`config.mk`:
```
export PLATFORM = sky130hd
export DESIGN_NAME = change_dispenser
export DESIGN_NICKNAME = d
export VERILOG_FILES = /design/src/rtl/change_dispenser.sv
export SDC_FILE = /design/constraint.sdc
export NUM_CORES = 1
export LEC_CHECK = 0
export ABC_AREA = 1
export BUFFER_PORTS_ARGS = -buffer_cell sky130_fd_sc_hd__buf_4
export CORE_MARGIN = 8
export CORE_UTILIZATION = 60
export DETAILED_ROUTE_END_ITERATION = 16
export PLACE_DENSITY_LB_ADDON = 0.2
export SLEW_MARGIN = 20
export SYNTH_ARGS = -nofsm -noshare
export SYNTH_HDL_FRONTEND = slang
export SYNTH_SLANG_ARGS = --single-unit
```
`constraint.sdc`:
```
create_clock -name clk -period 6 [get_ports clk]
set_input_delay 0.3 -clock clk [delete_from_list [all_inputs] [get_ports clk]]
set_output_delay 0.3 -clock clk [all_outputs]
set_load 0.02 [all_outputs]
```
`src/rtl/change_dispenser.sv`:
```
`timescale 1ns/1ps
// change_dispenser
//   Pays out a requested change amount as a paced sequence of single coins
//   (200/100/50/20/10 cents, largest affordable first) over a valid/ready
//   handshake. It tracks a saturating per-denomination inventory and reports
//   any amount it could not pay as a shortfall.
//
// Ports
//   clk, rst        : clock (rising edge), synchronous active-high reset
//   req_valid/ready : change request handshake; req_ready is high only in IDLE
//   req_amount      : requested change in cents
//   busy            : controller not idle
//   coin_valid/value: coin presented to the hopper (value 0 when not valid)
//   coin_ready      : hopper accepts the presented coin
//   refill*         : add refill_count coins to denomination refill_sel (0..4)
//   done            : one-cycle pulse when a request finishes
//   shortfall       : undelivered cents, held until the next accepted request
//   inv_empty       : bit i set when inventory i is zero
module change_dispenser #(
    parameter int COIN_GAP = 2,
    parameter int INV_INIT = 8,
    parameter int INV_W    = 8
) (
    input  logic             clk,
    input  logic             rst,
    input  logic             req_valid,
    input  logic [15:0]      req_amount,
    output logic             req_ready,
    output logic             busy,
    output logic             coin_valid,
    output logic [15:0]      coin_value,
    input  logic             coin_ready,
    input  logic             refill,
    input  logic [2:0]       refill_sel,
    input  logic [INV_W-1:0] refill_count,
    output logic             done,
    output logic [15:0]      shortfall,
    output logic [4:0]       inv_empty
);

    localparam int GW = (COIN_GAP > 1) ? $clog2(COIN_GAP) : 1;

    typedef enum logic [2:0] {
        S_IDLE,
        S_SELECT,
        S_PRESENT,
        S_GAP,
        S_DONE
    } state_t;

    state_t           r_state;
    logic [15:0]      r_rem;
    logic [INV_W-1:0] r_inv [5];
    logic [2:0]       r_idx;
    logic [GW-1:0]    r_gap;

    logic             w_found;
    logic [2:0]       w_pick;
    logic             w_hs;
    logic [15:0]      w_rem_after;
    logic [INV_W:0]   w_sum     [5];
    logic [INV_W-1:0] w_inv_nxt [5];

    function automatic logic [15:0] denom(input logic [2:0] idx);
        case (idx)
            3'd0:    denom = 16'd10;
            3'd1:    denom = 16'd20;
            3'd2:    denom = 16'd50;
            3'd3:    denom = 16'd100;
            3'd4:    denom = 16'd200;
            default: denom = 16'd0;
        endcase
    endfunction

    assign req_ready   = (r_state == S_IDLE);
    assign busy        = (r_state != S_IDLE);
    assign w_hs        = (r_state == S_PRESENT) && coin_ready;
    assign w_rem_after = r_rem - coin_value;

    // Ascending scan: the last qualifying index is the largest coin.
    always_comb begin
        w_found = 1'b0;
        w_pick  = '0;
        for (int unsigned i = 0; i < 5; i++) begin
            if (r_inv[i] != '0 && denom(3'(i)) <= r_rem) begin
                w_found = 1'b1;
                w_pick  = 3'(i);
            end
        end
    end

    // One extra bit catches overflow; refill and dispense on the same edge
    // combine to +count-1 before saturating.
    always_comb begin
        for (int unsigned i = 0; i < 5; i++) begin
            w_sum[i] = {1'b0, r_inv[i]};
            if (refill && refill_sel == 3'(i))
                w_sum[i] = w_sum[i] + {1'b0, refill_count};
            if (w_hs && r_idx == 3'(i))
                w_sum[i] = w_sum[i] - (INV_W+1)'(1);
            w_inv_nxt[i] = w_sum[i][INV_W] ? '1 : w_sum[i][INV_W-1:0];
        end
    end

    always_comb begin
        inv_empty = '0;
        for (int unsigned i = 0; i < 5; i++)
            inv_empty[i] = (r_inv[i] == '0);
    end

    always_ff @(posedge clk) begin
        if (rst) begin
            r_state    <= S_IDLE;
            r_rem      <= '0;
            r_idx      <= '0;
            r_gap      <= '0;
            coin_valid <= 1'b0;
            coin_value <= '0;
            done       <= 1'b0;
            shortfall  <= '0;
            for (int unsigned i = 0; i < 5; i++)
                r_inv[i] <= INV_W'(INV_INIT);
        end else begin
            done <= 1'b0;
            for (int unsigned i = 0; i < 5; i++)
                r_inv[i] <= w_inv_nxt[i];

            case (r_state)
                S_IDLE: begin
                    if (req_valid) begin
                        r_rem     <= req_amount;
                        shortfall <= '0;
                        r_state   <= (req_amount == '0) ? S_DONE : S_SELECT;
                    end
                end
                S_SELECT: begin
                    if (w_found) begin
                        coin_valid <= 1'b1;
                        coin_value <= denom(w_pick);
                        r_idx      <= w_pick;
                        r_state    <= S_PRESENT;
                    end else begin
                        r_state <= S_DONE;
                    end
                end
                S_PRESENT: begin
                    if (coin_ready) begin
                        r_rem      <= w_rem_after;
                        coin_valid <= 1'b0;
                        coin_value <= '0;
                        r_gap      <= '0;
                        if (w_rem_after == '0)
                            r_state <= S_DONE;
                        else if (COIN_GAP > 0)
                            r_state <= S_GAP;
                        else
                            r_state <= S_SELECT;
                    end
                end
                S_GAP: begin
                    if (r_gap == GW'(COIN_GAP - 1)) begin
                        r_gap   <= '0;
                        r_state <= S_SELECT;
                    end else begin
                        r_gap <= r_gap + GW'(1);
                    end
                end
                S_DONE: begin
                    // Whatever is left unpaid (including a sub-10 residue) is the shortfall.
                    done      <= 1'b1;
                    shortfall <= r_rem;
                    r_state   <= S_IDLE;
                end
                default: r_state <= S_IDLE;
            endcase
        end
    end

endmodule

```
==> reports/metrics.yaml <==
postSynth.asyncResetShare_pct: 0
drive_above_1_share_pct: 12.4
power.density_mw_per_mm2: 344
grt_max_degree: 56
switchingPower_uw: 1370
final-max-slew-violation-count: 0
skew_ns: 0.00546
hp-start: "req_amount[3]"
rr_worst_depth: 11
crit_type: "reg2reg"
regArea_mm2: 0.00176
grt_pass1_vias: 7068
synth_enable_flop_cells: 0
coreArea_mm2: 0.0125
yosysWarnings: 0
rows: 41
hpwl_um: 15200
areaGrowthSynthToFinish_pct: 11.3
numCtsBuffers: 9
grt_use_total_pct: 24.0
hp-class: "in2reg"
status: "completed"
drc: 0
rsz0062_at_grt: "no"
synth_seq_cells: 88
internal_power_uw: 1530
synthXorXnorAreaFrac_pct: 3.70
die_area_mm2: 0.0165
pwr-share-comb_pct: 52.7
place_area_mm2: 0.00812
cts_sinks: 88
pin_count: 73
synth-seq-area-share_pct: 23.3
finalSetupTns_ns: 0
r2r_end: "r_rem[2]"
post_cts_resized: 0
path_max_fanout: 27
rrSetupSlack_ns: 3.29
min_to: "r_rem[3]"
cts_tree: "done"
antenna_cells: 0
root_buffer: "clkbuf_16"
synthAdderAreaFrac_pct: 10.2
synth_compound_gate_area_share_pct: 11.6
fin_ws_ns: 3.29
ys.flop_type: "dfxtp_1"
final-setup-viol-count: 0
holdPathStages: 3
start_util_pct: 60.8
fp.dieW_um: 128
placement.io_buffers: 63
synthMuxAreaShare_pct: 0.413
worstReg2RegStart: "r_state[2]"
wirelength_um: 19800
vdd_drop_max_mv: 0.451
die_h_um: 128
p_sw_share_pct: 47.2
period_minus_slack_ns: 2.71
avgSynthCellArea_um2: 6.34
layoutNonFillerInstCount: 1424
final_area_mm2: 0.00843
critPathCaptureType: "register"
cp_data_arrival_time_ns: 2.94
holdWs_ns: 0.229
fmax_ghz: 0.368
vias: 7599
htreeDepth: 3
drtIter0Drc: 476
hold_viol_final: 0
post_cts_buffers: 0
seqPwrFrac_pct: 26.9
multi_input_area_mm2: 0.00494
synth_cells: 1195
nFillCells: 1150
drt-vias-per-instance: 5.34
post_synth_num_cell_types: 47
syn_area_mm2: 0.00757
pwr-share-clk_pct: 20.4
synth_top_family_by_area: "simple AND/OR/NAND/NOR gates"
maxCapViolCount: 0
cp.required_ns: 6.23
firstDrtPassIters: 5
clk_path_buf_depth: 2
startpoint_type: "register"
tightest_slew_ns: 0.931
route.antenna.remaining_nets: 0
post-route-period-util_pct: 45.2
clk_latency_ns: 0.35
gr-total-overflow: 0
place_inst: 1408
place_ws_ns: 3.29
gp_congestion: 0.905
cts-hold-fix-buffers: 0
grt_pass1_wl_um: 32000
p_leak_uw: 0.00446
avgRoutedWirePerCell_um: 13.9
cts.clk_slew.worst_paths_ns: 0.07
yosys.area_share.simple_pct: 38.8
antenna_found_initial: 0
fin_nets: 1337
slew_headroom_pct: 37.9
[kinds of logic (layout without fill, tap and decap cells)]
group	Yosys count	after routing
and+or+nand+nor	634	634
buffers and inverters	225	274
AOI/OAI and AO/OA	154	154
DFF	88	88
adders and majority gates	58	58
xor gates and xnor gates	32	32
muxes	3	3
other	1	9
[synth_stat cells (9+ instances only)]
master	instances	area (um2)
a31oi_1	13	81.3
nand3b_1	15	113
nor2_2	15	93.8
o21ai_0	51	255
a21oi_1	50	250
nand3_1	121	606
o21ai_1	15	75.1
nand4_1	22	138
dfxtp_1	88	1760
nand2_2	13	81.3
buf_4	9	67.6
inv_2	10	37.5
ha_1	52	651
clkbuf_1	11	41.3
nand2_1	333	1250
xor2_1	18	158
inv_1	185	694
xnor2_1	14	123
nor2_1	74	278
[metrics by stage]
step / util, % / total power [uW]
2_1_floorplan: - / 1940
3_3_place_gp: 65.1 / 2260
3_5_place_dp: 65.1 / 2280
4_1_cts: 67.6 / 2880
5_1_grt: 67.6 / 3120
6_report: 67.6 / 2900
[cell usage in the layout (no fill, tap or decap), drive strengths merged, types with 4 or more instances in the layout]
cell type	instances
nand2	347
inv	195
nand3	129
nor2	94
dfxtp	88
o21ai	68
buf	63
ha	52
a21oi	50
nand4	25
xor2	18
nand3b	15
xnor2	14
a31oi	13
clkbuf	12
nor3	11
conb	9
or2	7
nor4	6
a211oi	6
fa	6
o21bai	5
o211ai	4
[critical path, stage by stage (launching register included)]
cell and delay, ns:
dfxtp_1 0.41, inv_2 0.07, nand3_4 0.24, inv_2 0.20, nand2_1 0.13, o21ai_0 0.11, nor2_1 0.18, inv_1 0.10
nand2_1 0.58, inv_1 0.22, a211oi_1 0.26, a211oi_1 0.07
[flip-flops by register name, summed over array words and instances, names as in the netlist, 3 cells and up]
register and flops:
r_idx 3, r_rem 16, r_inv 40, r_state 3, coin_value 7, shortfall 16
[power groups by stage]
stage | sequential [uW] | clock, uW | combinational (uW)
after floorplan | 776 | 0 | 1160
after global placement | 787 | 0 | 1470
after detailed placement | 789 | 0 | 1490
after CTS | 776 | 599 | 1510
after global routing | 791 | 622 | 1710
final | 780 | 592 | 1530
[metal layers]
metal | vias to the layer above | wire, um | track usage, %
li1 | 3962 | - | -
met1 | 3389 | 8410 | 27.6
met2 | 207 | 9550 | 42.8
met3 | 41 | 1180 | 3.97
met4 | 0 | 650 | 10.6
met5 | - | 0 | 0
[how the worst max path moves through the flow]
| stage | cells after the start | slack, ns | start | to |
|---|---|---|---|---|
| CTS | 13 | 3.34 | r_state[1] | r_inv[0][26] |
| finish | 11 | 3.29 | r_state[2] | r_rem[2] |
| global placement | 15 | 3.35 | refill_count[1] | r_inv[0][7] |
| floorplan | 15 | 3.70 | r_inv[0][0] | r_inv[0][7] |
| global route | 13 | 2.96 | r_state[1] | r_inv[0][25] |
| detailed placement | 15 | 3.29 | refill_count[1] | r_inv[0][34] |
[final cells by class]
class                      count  share of cell area, %
tap                          172                   2.55
timing repair buffer          63                   5.61
sequential                    88                   20.9
clock inverter                 4                  0.623
multi-input combinational    890                   58.6
inverter                     195                   8.68
clock buffer                  12                   3.04
(Power assumes the default switching activity.)
